**src/rtl/term_gather_pkg.sv**
```systemverilog
// Shared types and helpers for the term_gather block: FSM state encoding and
// the width of the slot-occupancy counter.
package term_gather_pkg;

    typedef enum logic {
        FILL = 1'b0,
        HOLD = 1'b1
    } gather_state_e;

    // Counter must represent 0..num_elements inclusive.
    function automatic int count_width(input int num_elements);
        return $clog2(num_elements + 1);
    endfunction

endpackage

```
**src/rtl/term_gather_ctrl.sv**
```systemverilog
// Control path for term_gather: FILL/HOLD handshake FSM plus the slot
// counter that addresses the next free slot.
module term_gather_ctrl
    import term_gather_pkg::*;
#(
    parameter  int NUM_ELEMENTS = 9,
    localparam int CNT_W        = count_width(NUM_ELEMENTS)
) (
    input  logic             clk,
    input  logic             reset,
    input  logic             in_valid,
    input  logic             in_last,
    input  logic             out_ready,
    output logic             in_ready,
    output logic             out_valid,
    output logic             accept,
    output logic             drain,
    output logic [CNT_W-1:0] count
);

    localparam logic [CNT_W-1:0] LAST_SLOT = CNT_W'(NUM_ELEMENTS - 1);

    gather_state_e    state_q, state_d;
    logic [CNT_W-1:0] count_q, count_d;

    // NOTE: every output and next-state signal gets a default before the case,
    // so no path through this block can leave a value unassigned (no latches).
    always_comb begin
        state_d   = state_q;
        count_d   = count_q;
        in_ready  = (state_q == FILL);
        out_valid = (state_q == HOLD);
        accept    = in_valid && in_ready;
        drain     = out_valid && out_ready;

        unique case (state_q)
            FILL: begin
                if (accept) begin
                    count_d = count_q + CNT_W'(1);
                    // A last flag on the final slot is still a single HOLD entry.
                    if ((count_q == LAST_SLOT) || in_last) begin
                        state_d = HOLD;
                    end
                end
            end
            HOLD: begin
                if (drain) begin
                    count_d = '0;
                    state_d = FILL;
                end
            end
            default: begin
                state_d = FILL;
                count_d = '0;
            end
        endcase
    end

    // NOTE: sequential state uses non-blocking assignments only, so every flop
    // samples the pre-edge values regardless of statement order.
    always_ff @(posedge clk) begin
        if (reset) begin
            state_q <= FILL;
            count_q <= '0;
        end else begin
            state_q <= state_d;
            count_q <= count_d;
        end
    end

    assign count = count_q;

endmodule

```
**src/rtl/term_gather.sv**
```systemverilog
// Collects up to NUM_ELEMENTS terms into a zero-padded vector for a downstream
// adder. Optional running sum output enabled by TERM_GATHER_RUNSUM_EN.
module term_gather
    import term_gather_pkg::*;
#(
    parameter  int NUM_ELEMENTS = 9,
    parameter  int BIT_LEN      = 16,
    localparam int CNT_W        = count_width(NUM_ELEMENTS)
) (
    input  logic               clk,
    input  logic               reset,
    input  logic               in_valid,
    output logic               in_ready,
    input  logic [BIT_LEN-1:0] in_term,
    input  logic               in_last,
    output logic               out_valid,
    input  logic               out_ready,
    output logic [BIT_LEN-1:0] out_terms [NUM_ELEMENTS],
    output logic [CNT_W-1:0]   out_count
`ifdef TERM_GATHER_RUNSUM_EN
    ,
    output logic [BIT_LEN-1:0] out_sum
`endif
);

    logic             accept;
    logic             drain;
    logic [CNT_W-1:0] count;

    logic [BIT_LEN-1:0] slots_q [NUM_ELEMENTS];
    logic [BIT_LEN-1:0] slots_d [NUM_ELEMENTS];

    term_gather_ctrl #(
        .NUM_ELEMENTS (NUM_ELEMENTS)
    ) u_ctrl (
        .clk       (clk),
        .reset     (reset),
        .in_valid  (in_valid),
        .in_last   (in_last),
        .out_ready (out_ready),
        .in_ready  (in_ready),
        .out_valid (out_valid),
        .accept    (accept),
        .drain     (drain),
        .count     (count)
    );

    // Unwritten slots must read zero so the downstream sum is exact.
    always_comb begin
        for (int i = 0; i < NUM_ELEMENTS; i++) begin
            if (drain) begin
                slots_d[i] = '0;
            end else if (accept && (count == CNT_W'(i))) begin
                slots_d[i] = in_term;
            end else begin
                slots_d[i] = slots_q[i];
            end
        end
    end

    // NOTE: the slot array is reset on purpose: a reset must discard any
    // partial group and present all-zero terms, so this storage cannot be a
    // reset-less RAM.
    always_ff @(posedge clk) begin
        if (reset) begin
            for (int i = 0; i < NUM_ELEMENTS; i++) begin
                slots_q[i] <= '0;
            end
        end else begin
            slots_q <= slots_d;
        end
    end

    assign out_terms = slots_q;
    assign out_count = count;

`ifdef TERM_GATHER_RUNSUM_EN
    logic [BIT_LEN-1:0] sum_q, sum_d;

    always_comb begin
        sum_d = sum_q;
        if (drain) begin
            sum_d = '0;
        end else if (accept) begin
            sum_d = sum_q + in_term;
        end
    end

    always_ff @(posedge clk) begin
        if (reset) begin
            sum_q <= '0;
        end else begin
            sum_q <= sum_d;
        end
    end

    assign out_sum = sum_q;
`endif

    // A held vector must not change until the consumer takes it.
    assert property (@(posedge clk) disable iff (reset)
        (out_valid && !out_ready) |=> (out_valid && $stable(out_count)));

endmodule

```
**config.mk**
```make
export PLATFORM = sky130hd
export DESIGN_NAME = term_gather
export DESIGN_NICKNAME = d
export VERILOG_FILES = /design/src/rtl/term_gather_pkg.sv /design/src/rtl/term_gather_ctrl.sv /design/src/rtl/term_gather.sv
export SDC_FILE = /design/constraint.sdc
export NUM_CORES = 1
export LEC_CHECK = 0
export BUFFER_PORTS_ARGS = -buffer_cell sky130_fd_sc_hd__buf_4
export CORE_MARGIN = 5
export CORE_UTILIZATION = 35
export DETAILED_ROUTE_END_ITERATION = 8
export PLACE_DENSITY = 0.6
export SYNTH_ARGS = -nofsm -noshare
export SYNTH_HDL_FRONTEND = slang
export SYNTH_SLANG_ARGS = --single-unit
```
**constraint.sdc**
```tcl
create_clock -name clk -period 1.6 [get_ports clk]
set_clock_uncertainty 0.15 [all_clocks]
set_input_delay 0.24 -clock clk [delete_from_list [all_inputs] [get_ports clk]]
set_output_delay 0.24 -clock clk [all_outputs]
set_load 0.1 [all_outputs]
```
==> metrics.md, run 1 <==
| Metric | Value |
|---|---|
| Status | `completed` |
| Area leader, netlist | `dfxtp_1` |
| Critical Path AT | `roughly 1800 ps` |
| Power Density | `1110 nW/um^2` |
| Remaining DRCs | `0` |
| Iteration-0 DRC Markers | `between 200 and 250` |
| Die width | `around 140 um` |
| Max cap viols | `0` |
| Worst-Margin Slew | `between 300 and 400 ps` |
| Syn Nets | `approximately 550` |
| Reg2reg start | `u_ctrl.out_valid$_SDFF_PP0_` |
| Total negative slack | `0 ps` |
| DR vias/cell | `between 4 and 5` |
| H-Tree Depth | `4` |
| Crit share post-route | `0.973` |
| Slew Limit Fails | `0` |
| Initial Utilization | `0.355` |
| IO buf count | `170` |
| Clock Path Buffers | `2` |
| Routability Congestion | `between 0.7 and 0.8` |
| Die area | `18600 um^2` |
| Ranking of synthesized cells by area | `dfxtp_1 (53%), mux2i_1 (26%), nand2_1 (11%), buf_6 (2.2%), nand3_4 (2.2%)` |
| Total routed wirelength | `around 18000 um` |
| Highest achievable clock rate | `642 MHz` |
| Cell Rows | `46` |
| N_diodes | `0` |
| Netlist cell types | `26` |
| Via count | `~4400` |
| HPWL Detailed | `12100 um` |
| Origin of the worst setup path | `u_ctrl.out_valid$_SDFF_PP0_` |
| Cell Area, Synth | `around 5600 um^2` |
| Yosys reg bits | `149` |
| Critical path class | `reg2reg` |
| First-pass GRT wire length | `approximately 26000 um` |
| Static Leak | `about 0.0042 uW` |
| Crit path time final | `1560 ps` |
| Post-Syn Area per Cell | `between 10 and 15 um^2` |
| Post-synthesis instance total | `approximately 520` |
| HP Start | `in_valid` |
| Nets | `roughly 750` |
| Register area share after synthesis | `0.533` |
| Hold path cells | `4` |
| Dpl ws | `-70.2 ps` |
| First-pass DRT Iterations | `4` |
| CTS tree | `built` |
| Initial antenna violation count | `0` |
| Worst VDD drop | `0.710 mV` |
| CORE AREA | `approximately 16000 um^2` |
| Root Buffer | `clkbuf_16` |
| Tightest Hold Check Type | `in2reg` |
| Final Hold Vio Count | `0` |
| CTS Buf Count | `17` |
| Final ANT Viol Nets | `0` |
| # clock sinks | `around 150` |
| R2r worst-path depth | `6` |
| Clock Pin Slew Worst Setup and Hold Paths | `around 60 ps` |
| Largest net degree at the start of global routing | `40` |
| Final setup viols | `0` |
| Crit path capture type | `register` |
| Worst skew pair latency | `~420 ps` |
| Area Overhead vs Synth | `45.4%` |
| Io pins | `~170` |
| Fin worst setup slack | `between 40 and 50 ps` |
| Worst slew margin | `0.774` |
| Die Y | `approximately 140 um` |
| Grt total ovfl | `0` |
| Vias in the first global route | `4643` |
| CP Max Fanout | `15` |
| Yosys warns | `0` |
| WP data required | `~1800 ps` |
| CP startpoint kind | `register` |
| Share of cells above drive strength 1 | `0.366` |
| Drt wl/cell | `18.5 um` |
| Total GRT Usage | `0.187` |
| Yosys top cell area share | `0.533` |
-- path summary, 6_finish.rpt --
check        slack (ps)                            to
max                  40    out_terms[86]$_SDFFE_PP0P_
max reg2reg          40    out_terms[86]$_SDFFE_PP0P_
min                  30  u_ctrl.count[2]$_SDFFE_PP0P_
min reg2reg         310    out_terms[52]$_SDFFE_PP0P_
-- registers in the layout (all words and copies together), names as in the netlist --
name,count
u_ctrl.count,4
u_ctrl.out_valid,1
out_terms,144
-- where the power goes --
part / leakage (uW) / switching (uW) / internal (uW) / total, uW
clock: 0.000292 / 1580 / 2540 / 4120
sequential: 0.00121 / 46.8 / 3770 / 3810
combinational: 0.00268 / 783 / 300 / 1080
total: 0.00417 / 2410 / 6610 / 9010
-- cells in the final DEF, fill, tap and decap left out, types with 2 or more instances in the layout --
| master | instances |
|---|---|
| buf_4 | 186 |
| buf_12 | 13 |
| nand2_2 | 10 |
| clkbuf_1 | 2 |
| mux2i_1 | 144 |
| nor2b_4 | 2 |
| clkinvlp_4 | 4 |
| nand3_4 | 7 |
| o21ai_0 | 2 |
| clkinv_2 | 4 |
| clkbuf_16 | 21 |
| ha_1 | 2 |
| nor2_1 | 2 |
| dfxtp_4 | 5 |
| nand2_1 | 153 |
| a21oi_1 | 6 |
| buf_6 | 4 |
| inv_6 | 2 |
| dlygate4sd3_1 | 2 |
| dfxtp_1 | 144 |
| bufinv_16 | 3 |
-- worst max-delay path, stage by stage, from the launching register on --
cell	delay, ps
dfxtp_4	380
a21oi_4	250
buf_6	150
clkbuf_16	170
nand2_1	70
buf_6	150
mux2i_1	150
-- area by class of cell --
cell class                      count  area [um^2]
Inverter                            3         15.0
Fill cell                        1472         7620
Tap cell                          216          270
Sequential cell                   149         3000
Multi-Input combinational cell    340         2430
Timing Repair Buffer              209         1820
Clock buffer                       20          458
Clock inverter                     12          150
-- per-stage QoR --
stage | hold WS (ps) | area, um^2 | total power, uW | instances | util
finish | 34.3 | 8150 | 9010 | 949 | 0.517
detailed placement | 302 | 7260 | 4900 | 903 | 0.461
floorplan | 149 | 5660 | 4600 | 522 | -
global route | 24.7 | 8150 | 9310 | 949 | 0.517
CTS | 5.90 | 7940 | 9040 | 939 | 0.504
global placement | 297 | 7260 | 4890 | 903 | 0.461
-- per-layer routing --
layer | track usage | routed length, um
met4 | 0.0633 | 274
met2 | 0.300 | 8300
met5 | 0 | 0
met1 | 0.225 | 7540
met3 | 0.0787 | 1430
-- cell families after synthesis --
| kind of cell | count (synthesis) | share of synthesized area |
|---|---|---|
| AO/OA/AOI/OAI | 11 | 0.0125 |
| adder cells (fa/ha/maj) | 4 | 0.00894 |
| AND/OR/NAND/NOR | 181 | 0.145 |
| flip-flops | 149 | 0.533 |
| multiplexers | 144 | 0.257 |
| buffers and inverters | 33 | 0.0431 |
-- cell usage after synthesis (all sizes together) --
master  number
a31oi        1
a211oi       1
mux2i      144
or3          1
a21oi        7
o21ai        2
and3         1
buf         23
nand3        8
nand4        1
ha           4
dfxtp      149
nand4b       1
inv          3
nand2      163
clkbuf       7
nor2         3
nor2b        3
-- repair_timing --
item / CTS / global route
gates resized for setup: 4 / 11
hold buffers: 2 / 0
setup endpoints to repair: 59 / 94
gates cloned: 0 / 3
pin swaps: 1 / 1
endpoints found under the hold margin: 5 / 0
buffers inserted: 2 / 7
Note: power is estimated with default switching activity, not from simulation.
==> inputs of run 2 (changes only) <==
- CORE_ASPECT_RATIO: not set -> 0.7
- GPL_ROUTABILITY_DRIVEN: not set -> 0
==> run 2 against run 1 <==
  * Sequential share of layout area up 0.56 points
  * Cell area shrank 1.5%
  * First-iteration DRC count grew 4.1%
  * Combinational power shrank 4%
  * Power rose by 0.23%
  * Final cell count fell by 2.6%
  * Worst setup slack worse by 2.8 ps
  * Critical endpoint is now out_terms[9]$_SDFFE_PP0P_
  * Register-to-register slack about the same
  * Hold slack improved by 29 ps
  * Sequential cell count did not move
  * Core utilization shrank 0.20 points
  * Largest power group unchanged
==> metrics.md, run 2 (synthesized netlist as in run 1, its figures left out) <==
| Metric | Value |
|---|---|
| Io pins | `171 (unchanged)` |
| Power Density | `1130 nW/um^2 (+1.7%)` |
| Status | `completed` |
| Most frequent cells in the layout | `buf_4 (183), nand2_1 (155), mux2i_1 (144), dfxtp_1 (144), clkbuf_16 (21)` |
| Total GRT Usage | `0.181 (-0.00528)` |
| Initial Utilization | `0.359 (+0.00399)` |
| Total routed wirelength | `17200 um (-2.2%)` |
| Reg-to-reg endpoint | `out_terms[9]$_SDFFE_PP0P_` |
| Tightest Hold Check Type | `in2reg` |
| Worst hold slack | `63.0 ps (+28.7 ps)` |
| Reg area | `3000 um^2 (unchanged)` |
| Critical Path AT | `1710 ps (-50 ps)` |
| Die Y | `116 um (-15%)` |
| Worst slew margin | `0.764 (-0.00983)` |
| Hold Path End | `u_ctrl.count[1]$_SDFFE_PP0P_` |
| Clock Path Buffers | `2 (unchanged)` |
| CP Max Fanout | `7 (-8)` |
| Reg2reg start | `u_ctrl.count[1]$_SDFFE_PP0P_` |
| Nets | `736 (-1.2%)` |
| Total negative slack | `0 ps (unchanged)` |
| FF-to-FF setup slack | `40 ps (about the same)` |
| Share of cells above drive strength 1 | `0.356 (-0.00927)` |
| DR vias/cell | `4.78 (+2.1%)` |
| Fill count | `1419 (-3.6%)` |
| First-pass GRT wire length | `25800 um (-1.6%)` |
| Crit path capture type | `register` |
| Drt wl/cell | `18.6 um (+0.47%)` |
| Max cap viols | `0 (unchanged)` |
| Multi-input logic area | `2420 um^2 (-0.21%)` |
| CORE AREA | `15600 um^2 (-1.1%)` |
| Hold path cells | `4 (unchanged)` |
| WP data required | `1750 ps (-50 ps)` |
| Iteration-0 DRC Markers | `228 (+4.1%)` |
| Crit share post-route | `0.975 (+0.00175)` |
| Most common cell after layout, fill and taps aside | `buf_4` |
| Final ANT Viol Nets | `0 (unchanged)` |
| IO buf count | `170 (unchanged)` |
| Via count | `4413 (-0.61%)` |
| Slowest cell on crit path | `dfxtp_4` |
| CP startpoint kind | `register` |
| Static Leak | `0.00413 uW (-1.2%)` |
| Area Overhead vs Synth | `43.3%` |
| Die area | `18700 um^2 (+0.22%)` |
| Grt total ovfl | `0 (unchanged)` |
| Worst VDD drop | `0.629 mV (-11%)` |
| Highest achievable clock rate | `641 MHz (-0.18%)` |
| # clock sinks | `149 (unchanged)` |
| Cell Rows | `38 (-17%)` |
| R2r worst-path depth | `6 (unchanged)` |
| HPWL Detailed | `11900 um (-1.6%)` |
| Final Hold Vio Count | `0 (unchanged)` |
| Worst skew pair latency | `410 ps (about the same)` |
| Vias in the first global route | `4519 (-2.7%)` |
| Final setup viols | `0 (unchanged)` |
| First-pass DRT Iterations | `4 (unchanged)` |
| Max reg flops | `144 (unchanged)` |
| CTS tree | `built` |
| Worst-Margin Slew | `354 ps (+15.6 ps)` |
| Remaining DRCs | `0 (unchanged)` |
| Die width | `161 um (+18%)` |
| Crit path time final | `1560 ps (+2.80 ps)` |
| Slew Limit Fails | `0 (unchanged)` |
| Slowest stage delay, CP | `370 ps (about the same)` |
| HP Start | `in_valid` |
| Root Buffer | `clkbuf_16` |
| Initial antenna violation count | `0 (unchanged)` |
| CTS Buf Count | `17 (unchanged)` |
| Largest net degree at the start of global routing | `60 (+50%)` |
| H-Tree Depth | `4 (unchanged)` |
| Clock Pin Slew Worst Setup and Hold Paths | `60 ps (about the same)` |
| CP Cell Sequence | `inv_1 -> ha_2 -> nand4b_1 -> buf_4 -> clkbuf_16 -> mux2i_1` |
| Critical path class | `reg2reg` |
| N_diodes | `0 (unchanged)` |
-- run 2: how the worst max path moves through the flow --
stage | depth (start not counted) | endpoint | start
final | 6 | out_terms[9]$_SDFFE_PP0P_ | u_ctrl.count[1]$_SDFFE_PP0P_
after global routing | 6 | out_terms[5]$_SDFFE_PP0P_ | u_ctrl.count[1]$_SDFFE_PP0P_
after CTS | 4 | out_terms[50]$_SDFFE_PP0P_ | u_ctrl.out_valid$_SDFF_PP0_
after detailed placement | 5 | out_terms[23]$_SDFFE_PP0P_ | out_ready
after global placement | 5 | out_terms[87]$_SDFFE_PP0P_ | out_ready
after floorplan | 3 | u_ctrl.count[3]$_SDFFE_PP0P_ | u_ctrl.out_valid$_SDFF_PP0_
-- run 2: final cells by class --
type                    count  share of cell area
multi-input cells         340               0.302
inverters                   3             0.00187
repair buffers            200               0.212
clock buffers              23              0.0649
flip-flops and latches    149               0.374
clock inverters             9              0.0140
well taps                 200              0.0312
-- run 2: power by group --
group / switching (uW) / internal, uW
sequential: 45.9 / 3760
combinational: 767 / 269
clock: 1570 / 2620
-- run 2: critical path, delay by kind of cell (launching register included) --
family	cells	cell delay (ps)
adder cells (fa/ha/maj)	1	250
buffers and inverters	3	430
flip-flops	1	370
multiplexers	1	120
AND/OR/NAND/NOR	1	120
-- run 2: metrics by stage --
stage | worst slack (ps) | utilization | cells | total power (uW) | instance area (um^2)
finish | 40.2 | 0.515 | 924 | 9040 | 8020
global route | -17.0 | 0.515 | 924 | 9330 | 8020
CTS | 10.2 | 0.504 | 916 | 9100 | 7850
detailed placement | -69.6 | 0.459 | 881 | 4890 | 7160
global placement | -53.1 | 0.459 | 881 | 4880 | 7160
floorplan | -73.8 | - | 522 | 4600 | 5660
-- run 2: repair_timing --
action / CTS / global route
pin swaps: 1 / 2
gates resized for setup: 7 / 3
hold buffers: 2 / 0
gates cloned: 0 / 2
buffers inserted: 1 / 6
endpoints found under the setup margin: 33 / 105
hold endpoints to repair: 5 / 0
-- run 2: per-layer routing --
layer,part of all wire,GRT usage,vias to the layer above
li1,-,-,2122
met2,0.45,0.281,134
met5,0,0,-
met4,0.012,0.0574,0
met1,0.47,0.238,2139
met3,0.074,0.0665,18
==> inputs of run 3 (changes only) <==
- ABC_AREA: not set -> 1
- SLEW_MARGIN: not set -> 20
==> run 3 against run 2 <==
  * Via count grew 22%
  * Sequential power rose by 2%
  * Global-route usage up 0.15 points
  * Sequential share of layout area fell by 0.50 points
  * Clock power shrank 5%
  * Critical path depth is 2 higher
  * Sequential cell count stayed put
  * Register-to-register slack about the same
  * Combinational power increased by 44%
  * Hold slack worse by 4.9 ps
  * Final cell count grew 34%
  * First-iteration DRC count rose by 67%
  * Largest power group unchanged
==> metrics.md, run 3 <==
| Metric | Value |
|---|---|
| Yosys top cell area share | `0.523 (-0.00958)` |
| Yosys warns | `0 (unchanged)` |
| Total routed wirelength | `18300 um (+6.5%)` |
| Final setup viols | `0 (unchanged)` |
| Fill count | `1640 (+16%)` |
| Cell Area, Synth | `5700 um^2 (+1.8%)` |
| N_diodes | `0 (unchanged)` |
| Die area | `19000 um^2 (+1.7%)` |
| Most instantiated library cell after synthesis | `nand2_1` |
| Total negative slack | `0 ps (unchanged)` |
| Total power draw | `9380 uW (+3.8%)` |
| Crit path capture type | `register` |
| Async SR Flop Fraction | `0 (unchanged)` |
| Worst-Margin Slew | `553 ps (+198 ps)` |
| CORE AREA | `16200 um^2 (+3.6%)` |
| Worst slew margin | `0.629 (-0.135)` |
| Total GRT Usage | `0.183 (+0.00155)` |
| Worst hold slack | `58.1 ps (-4.93 ps)` |
| Dpl ws | `73.0 ps (+143 ps)` |
| Most common cell after layout, fill and taps aside | `nand2_1` |
| Yosys reg bits | `149 (unchanged)` |
| Buf/Inv on CP | `2 (-1)` |
| Netlist cell types | `17 (-35%)` |
| H-Tree Depth | `4 (unchanged)` |
| Initial antenna violation count | `0 (unchanged)` |
| Post-Syn Area per Cell | `6.83 um^2 (-36%)` |
| Share of cells above drive strength 1 | `0.239 (-0.117)` |
| Nets | `1029 (+40%)` |
| CTS Buf Count | `17 (unchanged)` |
| Clock Pin Slew Worst Setup and Hold Paths | `60 ps (about the same)` |
| Power Density | `1150 nW/um^2 (+2.4%)` |
| Critical path class | `reg2reg` |
| Crit share post-route | `0.977 (+0.00216)` |
| CP Cell Sequence | `inv_4 -> ha_2 -> nand3_4 -> nor2_4 -> clkbuf_16 -> nand2_1 -> nand2_1 -> nor2_1` |
| Max reg flops | `144 (unchanged)` |
| Slew Limit Fails | `0 (unchanged)` |
| Post-synth EDFFs | `0 (unchanged)` |
| First-pass GRT wire length | `26200 um (+1.5%)` |
| Worst VDD drop | `0.658 mV (+4.6%)` |
| Ranking of synthesized cells by area | `dfxtp_1 (52%), nand2_1 (20%), nor2_1 (19%), buf_2 (2.4%), clkinv_1 (1.1%)` |
| Die width | `163 um (+0.86%)` |
| Post-synth top cells | `nand2_1 (300), nor2_1 (291), dfxtp_1 (149), buf_2 (27), clkinv_1 (16)` |
| Remaining DRCs | `0 (unchanged)` |
| Fin worst setup slack | `36.7 ps (-3.46 ps)` |
| Final Hold Vio Count | `0 (unchanged)` |
| Area Overhead vs Synth | `42.6%` |
| Initial Utilization | `0.353 (-0.00603)` |
| First-pass DRT Iterations | `5 (+1)` |
| Slowest cell on crit path | `dfxtp_4` |
| Drt wl/cell | `14.7 um (-21%)` |
| Max cap viols | `0 (unchanged)` |
| Root Buffer | `clkbuf_16` |
| RSZ-0062 raised after global routing | `yes` |
| Ys flop type | `dfxtp_1` |
| # clock sinks | `149 (unchanged)` |
| Clock Path Buffers | `2 (unchanged)` |
| CP Max Fanout | `8 (+1)` |
| HPWL Detailed | `11900 um (about the same)` |
| Iteration-0 DRC Markers | `380 (+67%)` |
| Final ANT Viol Nets | `0 (unchanged)` |
| Largest net degree at the start of global routing | `34 (-43%)` |
| Post-synthesis instance total | `835 (+60%)` |
| CTS tree | `built` |
| Most used cell, CP | `nand2_1` |
| Status | `completed` |
| Tightest Hold Check Type | `in2reg` |
| Static Leak | `0.00363 uW (-12%)` |
| CP delay by family, top | `simple AND/OR/NAND/NOR gates` |
| IO buf count | `170 (unchanged)` |
| Critical Path AT | `1740 ps (+30 ps)` |
| Area leader, netlist | `dfxtp_1` |
| Final Core Density | `0.504 (-0.0110)` |
| Worst skew pair latency | `430 ps (+20 ps)` |
| DR vias/cell | `4.33 (-9.4%)` |
| Grt total ovfl | `0 (unchanged)` |
| WP data required | `1770 ps (+20 ps)` |
| Via count | `5375 (+22%)` |
| Vias in the first global route | `4611 (+2.0%)` |
| Register area share after synthesis | `0.523 (-0.00958)` |
| Most frequent cells in the layout | `nand2_1 (300), nor2_1 (291), buf_4 (172)` |
| Io pins | `171 (unchanged)` |
| CP startpoint kind | `register` |
| Crit path time final | `1560 ps (+3.46 ps)` |
| Highest achievable clock rate | `640 MHz (-0.22%)` |
| Syn Nets | `860 (+57%)` |
| Die Y | `117 um (+0.83%)` |
| Slowest stage delay, CP | `380 ps (about the same)` |
| Cell Rows | `39 (+2.6%)` |
-- run 3: changes by cell type in the layout (fill, tap and decap cells not counted), sizes merged, moves of 2 or more --
cell,delta
nor2b,-3
nor2,+297
clkbuf,+3
buf,-10
a21oi,-2
nand2,+137
clkinv,+16
inv,+6
mux2i,-144
-- run 3: final timing paths --
kind / start / endpoint / slack (ps) / cells past startpoint
max: u_ctrl.count[0]$_SDFFE_PP0P_ / out_terms[137]$_SDFFE_PP0P_ / 40 / 8
min: in_valid / u_ctrl.count[1]$_SDFFE_PP0P_ / 60 / 5
max reg2reg: u_ctrl.count[0]$_SDFFE_PP0P_ / out_terms[137]$_SDFFE_PP0P_ / 40 / 8
min reg2reg: out_terms[81]$_SDFFE_PP0P_ / out_terms[81]$_SDFFE_PP0P_ / 330 / 2
-- run 3: kinds of logic (layout without fill, tap and decap cells) --
group,count (synthesis),after routing,share of synthesized area
buffers and inverters,67,249,0.0546
and+or+nand+nor,607,607,0.406
DFF,149,149,0.523
AOI/OAI and AO/OA,8,8,0.00768
adders and majority gates,4,4,0.00878
-- run 3: cell type report --
type | count | area [um^2] | share of cell area
clock inverter | 8 | 96.3 | 0.0118
inverter | 25 | 104 | 0.0128
sequential | 149 | 3000 | 0.369
tap | 225 | 282 | 0.0346
multi-input combinational | 619 | 2470 | 0.304
timing repair buffer | 192 | 1680 | 0.207
clock buffer | 24 | 493 | 0.0606
-- run 3: routing by layer --
metal | vias to the layer above | GRT usage | part of all wire
met4 | 0 | 0.0441 | 0.0073
met5 | - | 0 | 0
li1 | 2818 | - | -
met3 | 15 | 0.0749 | 0.10
met1 | 2389 | 0.244 | 0.46
met2 | 153 | 0.280 | 0.43
-- run 3: tightest hold or removal path, delay by kind of cell --
kind                   cells  cell delay, ps
buffers and inverters      2             210
AO/OA/AOI/OAI              1              60
AND/OR/NAND/NOR            2              90
-- run 3: where the power goes --
part / leakage, uW / internal, uW / switching, uW / total, uW
Clock: 0.000289 / 2460 / 1540 / 4000
Sequential: 0.00121 / 3800 / 72.2 / 3870
Combinational: 0.00214 / 370 / 1130 / 1500
-- run 3: stage by stage --
stage / area, um^2 / cells
global route: 8130 / 1242
finish: 8130 / 1242
detailed placement: 7380 / 1204
global placement: 7380 / 1204
floorplan: 5760 / 835
CTS: 7990 / 1238
-- run 3: repair_timing --
action | in CTS | in global routing
hold endpoints to repair | 5 | 0
setup buffers | 0 | 0
endpoints found under the setup margin | 0 | 58
hold buffers | 2 | 0
resized for setup | 0 | 10
